`src/rtl/auto_nav_fsm_pkg.sv`:
```
// Shared constants for the little-car auto-navigation block: state codes,
// turn-direction encodings and the saturating counter helper.
package car_pkg;

  localparam int CNT_W   = 12;
  localparam int CNT_MAX = (1 << CNT_W) - 1;

  localparam logic [3:0] IDLE   = 4'b0000;
  localparam logic [3:0] FWD    = 4'b0110;
  localparam logic [3:0] TURN   = 4'b0111;
  localparam logic [3:0] SETTLE = 4'b1000;
  localparam logic [3:0] TURN2  = 4'b1001;
  localparam logic [3:0] GAP    = 4'b1010;
  localparam logic [3:0] FAULT  = 4'b1111;

  localparam logic LR_LEFT  = 1'b0;
  localparam logic LR_RIGHT = 1'b1;

  function automatic logic [CNT_W-1:0] sat_inc(input logic [CNT_W-1:0] c);
    return (&c) ? c : c + CNT_W'(1);
  endfunction

endpackage

```
`src/rtl/auto_nav_fsm_det_filter.sv`:
```
// Single-bit obstacle detector conditioner. AUTO_NAV_DEBOUNCE_EN selects a
// stable-count debouncer; otherwise a plain two-flop synchronizer.
module det_filter
  import car_pkg::*;
#(
  parameter int   DEBOUNCE_MS = 20,
  parameter logic RST_VAL     = 1'b0
) (
  input  logic clk_ms,
  input  logic rst_n,
  input  logic din,
  output logic dout
);

  if (DEBOUNCE_MS < 1 || DEBOUNCE_MS > CNT_MAX) begin : g_db_range
    $error("det_filter: DEBOUNCE_MS out of range");
  end

`ifdef AUTO_NAV_DEBOUNCE_EN
  localparam logic [CNT_W-1:0] DB_LAST = CNT_W'(DEBOUNCE_MS - 1);

  logic [CNT_W-1:0] cnt_q, cnt_d;
  logic             filt_q, filt_d;

  // Count consecutive samples that disagree with the filtered value; any
  // agreeing sample restarts the count.
  always_comb begin
    cnt_d  = '0;
    filt_d = filt_q;
    if (din != filt_q) begin
      if (cnt_q >= DB_LAST) filt_d = din;
      else                  cnt_d  = sat_inc(cnt_q);
    end
  end

  always_ff @(posedge clk_ms or negedge rst_n) begin
    if (!rst_n) begin
      cnt_q  <= '0;
      filt_q <= RST_VAL;
    end else begin
      cnt_q  <= cnt_d;
      filt_q <= filt_d;
    end
  end

  assign dout = filt_q;
`else
  logic sync1_q, sync2_q;

  always_ff @(posedge clk_ms or negedge rst_n) begin
    if (!rst_n) begin
      sync1_q <= RST_VAL;
      sync2_q <= RST_VAL;
    end else begin
      sync1_q <= din;
      sync2_q <= sync1_q;
    end
  end

  assign dout = sync2_q;
`endif

endmodule

```
`src/rtl/auto_nav_fsm.sv`:
```
// Auto-drive navigation FSM: right-hand-rule maze policy with turn timeout.
// Detector filtering depends on AUTO_NAV_DEBOUNCE_EN (see det_filter).
module auto_nav_fsm
  import car_pkg::*;
#(
  parameter int DEBOUNCE_MS     = 20,
  parameter int SETTLE_MS       = 600,
  parameter int TURN_TIMEOUT_MS = 2000
) (
  input  logic       clk_ms,
  input  logic       rst_n,
  input  logic       mode_auto,
  input  logic       front_det,
  input  logic       left_det,
  input  logic       right_det,
  input  logic       back_det,
  input  logic       finish_turning,
  output logic [3:0] state,
  output logic       left_right,
  output logic       move_forward,
  output logic       nav_fault
);

  if (SETTLE_MS < 1 || SETTLE_MS > CNT_MAX) begin : g_settle_range
    $error("auto_nav_fsm: SETTLE_MS out of range");
  end
  if (TURN_TIMEOUT_MS < 1 || TURN_TIMEOUT_MS > CNT_MAX) begin : g_timeout_range
    $error("auto_nav_fsm: TURN_TIMEOUT_MS out of range");
  end

  localparam logic [CNT_W-1:0] SETTLE_LAST  = CNT_W'(SETTLE_MS - 1);
  localparam logic [CNT_W-1:0] TIMEOUT_LAST = CNT_W'(TURN_TIMEOUT_MS - 1);

  logic front_f, left_f, right_f, back_f;
  logic unused_back;

  det_filter #(.DEBOUNCE_MS(DEBOUNCE_MS), .RST_VAL(1'b0)) u_front (
    .clk_ms(clk_ms), .rst_n(rst_n), .din(front_det), .dout(front_f));
  det_filter #(.DEBOUNCE_MS(DEBOUNCE_MS), .RST_VAL(1'b1)) u_left (
    .clk_ms(clk_ms), .rst_n(rst_n), .din(left_det), .dout(left_f));
  det_filter #(.DEBOUNCE_MS(DEBOUNCE_MS), .RST_VAL(1'b1)) u_right (
    .clk_ms(clk_ms), .rst_n(rst_n), .din(right_det), .dout(right_f));
  det_filter #(.DEBOUNCE_MS(DEBOUNCE_MS), .RST_VAL(1'b1)) u_back (
    .clk_ms(clk_ms), .rst_n(rst_n), .din(back_det), .dout(back_f));

  // Filtered rear detector is kept for the future reverse policy.
  assign unused_back = back_f;

  logic [3:0]       state_q, state_d;
  logic             lr_q, lr_d, dir_d;
  logic             mv_q, mv_d;
  logic             fault_q, fault_d;
  logic             uturn_q, uturn_d;
  logic [CNT_W-1:0] settle_q, settle_d;
  logic [CNT_W-1:0] dwell_q, dwell_d;

  always_ff @(posedge clk_ms or negedge rst_n) begin
    if (!rst_n) begin
      state_q  <= IDLE;
      lr_q     <= LR_LEFT;
      mv_q     <= 1'b0;
      fault_q  <= 1'b0;
      uturn_q  <= 1'b0;
      settle_q <= '0;
      dwell_q  <= '0;
    end else begin
      state_q  <= state_d;
      lr_q     <= lr_d;
      mv_q     <= mv_d;
      fault_q  <= fault_d;
      uturn_q  <= uturn_d;
      settle_q <= settle_d;
      dwell_q  <= dwell_d;
    end
  end

  always_comb begin
    state_d  = state_q;
    uturn_d  = uturn_q;
    dir_d    = lr_q;
    settle_d = settle_q;
    dwell_d  = dwell_q;
    if (!mode_auto) begin
      state_d = IDLE;
      uturn_d = 1'b0;
    end else begin
      case (state_q)
        IDLE: begin
          state_d = FWD;
          uturn_d = 1'b0;
        end
        FWD: begin
          if (!right_f) begin
            state_d = TURN;
            dir_d   = LR_RIGHT;
            uturn_d = 1'b0;
          end else if (!front_f) begin
            state_d = FWD;
          end else if (!left_f) begin
            state_d = TURN;
            dir_d   = LR_LEFT;
            uturn_d = 1'b0;
          end else begin
            state_d = TURN;
            dir_d   = LR_RIGHT;
            uturn_d = 1'b1;
          end
        end
        TURN: begin
          // Completion is checked before the timeout so a simultaneous finish wins.
          if (finish_turning)             state_d = uturn_q ? GAP : SETTLE;
          else if (dwell_q >= TIMEOUT_LAST) state_d = FAULT;
          else                            dwell_d = sat_inc(dwell_q);
        end
        GAP: begin
          state_d = TURN2;
          dir_d   = LR_RIGHT;
        end
        TURN2: begin
          if (finish_turning) begin
            state_d = SETTLE;
            uturn_d = 1'b0;
          end else if (dwell_q >= TIMEOUT_LAST) begin
            state_d = FAULT;
          end else begin
            dwell_d = sat_inc(dwell_q);
          end
        end
        SETTLE: begin
          if (settle_q >= SETTLE_LAST) state_d = FWD;
          else                         settle_d = sat_inc(settle_q);
        end
        FAULT:   state_d = FAULT;
        default: state_d = IDLE;
      endcase
    end
    // Every state entry starts both dwell and settle timing from zero.
    if (state_d != state_q) begin
      settle_d = '0;
      dwell_d  = '0;
    end
  end

  always_comb begin
    lr_d = lr_q;
    if ((state_d == TURN || state_d == TURN2) && state_d != state_q) lr_d = dir_d;
    mv_d    = (state_d == FWD) || (state_d == SETTLE);
    fault_d = fault_q;
    if (state_d == FAULT)     fault_d = 1'b1;
    else if (state_d == IDLE) fault_d = 1'b0;
  end

  assign state        = state_q;
  assign left_right   = lr_q;
  assign move_forward = mv_q;
  assign nav_fault    = fault_q;

endmodule

```
`config.mk`:
```
export PLATFORM = sky130hd
export DESIGN_NAME = auto_nav_fsm
export DESIGN_NICKNAME = d
export VERILOG_FILES = /design/src/rtl/auto_nav_fsm_pkg.sv /design/src/rtl/auto_nav_fsm_det_filter.sv /design/src/rtl/auto_nav_fsm.sv
export SDC_FILE = /design/constraint.sdc
export NUM_CORES = 1
export LEC_CHECK = 0
export ABC_AREA = 1
export CAP_MARGIN = 20
export CORE_MARGIN = 2
export CORE_UTILIZATION = 53
export DETAILED_ROUTE_END_ITERATION = 8
export PLACE_DENSITY = 0.76
export SLEW_MARGIN = 30
export SYNTH_ARGS = -nofsm -noshare
export SYNTH_HDL_FRONTEND = slang
export SYNTH_HIERARCHICAL = 1
export SYNTH_SLANG_ARGS = --single-unit
```
`constraint.sdc`:
```
create_clock -name clk_ms -period 2 [get_ports clk_ms]
set_input_delay 0.4 -clock clk_ms [delete_from_list [all_inputs] [get_ports clk_ms]]
set_output_delay 0.4 -clock clk_ms [all_outputs]
set_load 0.05 [all_outputs]
```
==> results.md <==
- Status: finished, final reports clean
- Worst Setup End Kind: flip-flop
- Nets@finish: 302
- Die Wd: 69.5 µm
- Crit-path cells: ha_2 -> nand2_2 -> nand2_1 -> nand2_1 -> nand2_1 -> nand2_2 -> nand2_2 -> a21oi_4 -> nand2_1 -> nand2_1 -> nand2_1 -> nand2_1 -> inv_2 -> nand2_4 -> buf_12 -> nor2_2
- GRT Resource Usage Total: 18.6%
- Post-route clock period utilization: 98.0%
- Post-synth top cells: 44 x nand2_1, 34 x dfrtp_1, 26 x inv_1
- Port bufs: 13
- Via count: 1,745
- Post-synthesis sequential area ratio: 42.0%
- Num rows: 23
- Cell taking the most area after synthesis: dfrtp_1
- Yosys top cell area share: 37.4%
- IR Drop Worst-Case VDD: 0.399 mV
- Final min period: 1.96 ns
- Post-DP HPWL: 3080 µm
- Worst Hold Class: primary input to asynchronous set/reset pin
- Share of post-route cells with drive strength above 1: 42.7%
- CTS H-tree lvls: 2
- Post-route DRC: 0
- Clock root buffer: clkbuf_8
- Antenna cell count: 0
- Worst reg2reg path depth: 16
- Lkg Pwr: 1.35 nW
- Final hold violations: 0
- Vias per std cell: 5.09
- CP peak stage delay: 0.39 ns
- Gpl congestion: 0.865
- Power Density: 706 nW/µm²
- Yosys reg bits: 38
- Post-synthesis cell type count: 36
- Cell mode on critical path: nand2_1
- Clock sinks: 38
- Sequential power share: 41.3%
- CTS tree: done
- Clock Latency Late Sink: 0.29 ns
- Hold Buf Count CTS: 0
- Slew Limit Fails: 0
- Initial Util: 56.0%
- Setup CP Type: flip-flop to flip-flop
- Die Ht: 69.5 µm
- Synth Cell Area: 2270 µm²
- Worst slew pin tran: 0.543 ns
- Int Power: 1.32 mW
- Reg-to-reg endpoint: settle_q[0]$_DFFE_PN0P_
- WP data arrival: 2.14 ns
- Synth Area per Inst: 9.24 µm²
- Slowest-stage cell, CP: dfrtp_1
- CTS Buffer Depth: 2
- I/O pin cnt: 15
- Fmax: 510 MHz
- Pwr Total: 2.01 mW
- Vias in the first global route: 1,718
- Setup-violating endpoint count in the final report: 0
- Post-synth EDFFs: 0
- DRT iter0 DRCs: 90
- Area Overhead vs Synth: 25.4%
- WP data required: 2.18 ns
- Clock share of power: 27.3%
- Final clock skew: 0.0104 ns
- Filler cells: 297
- Reg-to-reg critical path startpoint: settle_q[1]$_DFFE_PN0P_
- Initial antenna violation count: 0
- Worst setup SP type: flip-flop
- Main synth FF type: dfrtp_1
- Top-count cell post-synth: nand2_1
- Routed Antenna Nets: 0
- Crit-path max FO: 8
- Core area: 4060 µm²
- DRT Wirelength: 4430 µm
- Clock transition at the registers of the reported paths: 0.08 ns
- Post-synth ARST share: 100%
- P_sw: 0.692 mW
- Ys Warns: 6
- Sw frac: 34.4%
- DR pass1 iterations: 4
- Register-to-register setup slack: 0.04 ns
- Max cap viols: 0
- Largest net degree at the start of global routing: 23
- Comb power frac: 31.4%
- Setup TNS: 0 ns
- Mapped Cells: 246
- Cts bufs inserted: 5
- First-pass GRT wire length: 7290 µm
- Post-DR wirelength/cell: 12.9 µm
- Main area contributors after synthesis: dfrtp_1 37%, nor2_4 11%, nand2_1 7.3%
- Grt total ovfl: 0
- Syn nets: 256
- RSZ-0062 raised after global routing: true
- Full die area: 4830 µm²
- Slew headroom: 63.8%
==> power groups by stage <==
stage                     clock network (mW)  logic (mW)  registers [mW]
final                                  0.550       0.631           0.830
after floorplan                            0       0.340           0.912
after global placement                     0       0.577           0.843
after detailed placement                   0       0.585           0.845
after CTS                              0.564       0.592           0.830
after global routing                   0.596       0.669           0.835
==> area by class of cell <==
cell class                 instances  area (µm²)  share of cell area, %
sequential                        38         961                   33.7
timing repair buffer              45         412                   14.4
inverter                          35         134                   4.70
tap                               50        62.6                   2.19
multi-input combinational        167        1190                   41.6
clock inverter                     2        12.5                  0.439
clock buffer                       6        82.6                   2.90
==> stage by stage <==
step                      setup slack (ns)  hold slack, ns  util [%]  cells  instance area (µm²)
after floorplan                    0.00272           0.104         -    246                 2280
after global placement              -0.107           0.337      63.8    324                 2590
after detailed placement            -0.132           0.336      63.8    324                 2590
after CTS                          0.00813          0.0861      66.6    333                 2700
after global routing               -0.0984           0.115      70.3    343                 2850
final                               0.0394          0.0797      70.3    343                 2850
==> worst max-delay path, delay by kind of cell (launching register included) <==
kind            cells  cell delay (ns)
simple gates       12             0.87
fa+ha+maj           1             0.20
buf+inv             2             0.21
flops               1             0.39
compound gates      1             0.19
==> logic make-up after synthesis <==
family / Yosys count / synth area share [%]
AND/OR/NAND/NOR: 132 / 36.7
buffers and inverters: 41 / 9.08
flip-flops: 38 / 42.0
AO/OA/AOI/OAI: 18 / 5.17
XOR/XNOR: 13 / 5.01
multiplexers: 2 / 0.881
adder cells (fa/ha/maj): 2 / 1.10
==> state kept, by name, indices dropped and copies added, names as in the netlist <==
register,count
left_right,1
move_forward,1
u_front/dout,1
u_right/dout,1
u_right/sync1_q,1
u_left/sync1_q,1
u_front/sync1_q,1
state,4
nav_fault,1
u_left/dout,1
settle_q,12
uturn_q,1
dwell_q,12
==> metal layers <==
metal	GRT usage, %	share of wire, %
met1	22.6	43
met2	32.3	53
met3	4.22	2.7
met4	6.75	1.4
met5	0	0
==> placed cells by master (no fill, tap or decap), drive strengths merged <==
cell type / synthesis / routed
o21bai: 1 / 1
clkinv: 0 / 1
nand4: 9 / 9
nor2: 45 / 45
clkinvlp: 0 / 1
nor3: 6 / 6
buf: 6 / 36
o211a: 1 / 1
a31oi: 2 / 2
dfrtp: 34 / 34
clkdlybuf4s50: 0 / 9
o31ai: 1 / 1
a21oi: 6 / 6
nand3: 14 / 14
xnor2: 2 / 2
ha: 2 / 2
nand2: 57 / 57
clkbuf: 0 / 6
a41oi: 1 / 1
o21ai: 6 / 6
xor2: 11 / 11
dfstp: 4 / 4
mux2i: 2 / 2
nor4: 1 / 1
inv: 35 / 35
==> repair_timing <==
action / CTS / global route
resized for setup: 2 / 22
setup buffers: 1 / 10
cloned: 0 / 0
pin swaps: 3 / 16
endpoints found under the setup margin: 24 / 24
==> how the worst max path moves through the flow <==
stage / cells after the start / start / slack [ns] / end
detailed placement: 11 / finish_turning / -0.13 / settle_q[10]$_DFFE_PN0P_
global placement: 13 / finish_turning / -0.11 / dwell_q[8]$_DFFE_PN0P_
CTS: 16 / settle_q[0]$_DFFE_PN0P_ / 0.008 / settle_q[10]$_DFFE_PN0P_
finish: 16 / settle_q[1]$_DFFE_PN0P_ / 0.04 / settle_q[0]$_DFFE_PN0P_
global route: 16 / settle_q[0]$_DFFE_PN0P_ / -0.1 / settle_q[10]$_DFFE_PN0P_
floorplan: 14 / state[3]$_DFF_PN0_ / 0.003 / dwell_q[3]$_DFFE_PN0P_
(Power assumes the default switching activity.)
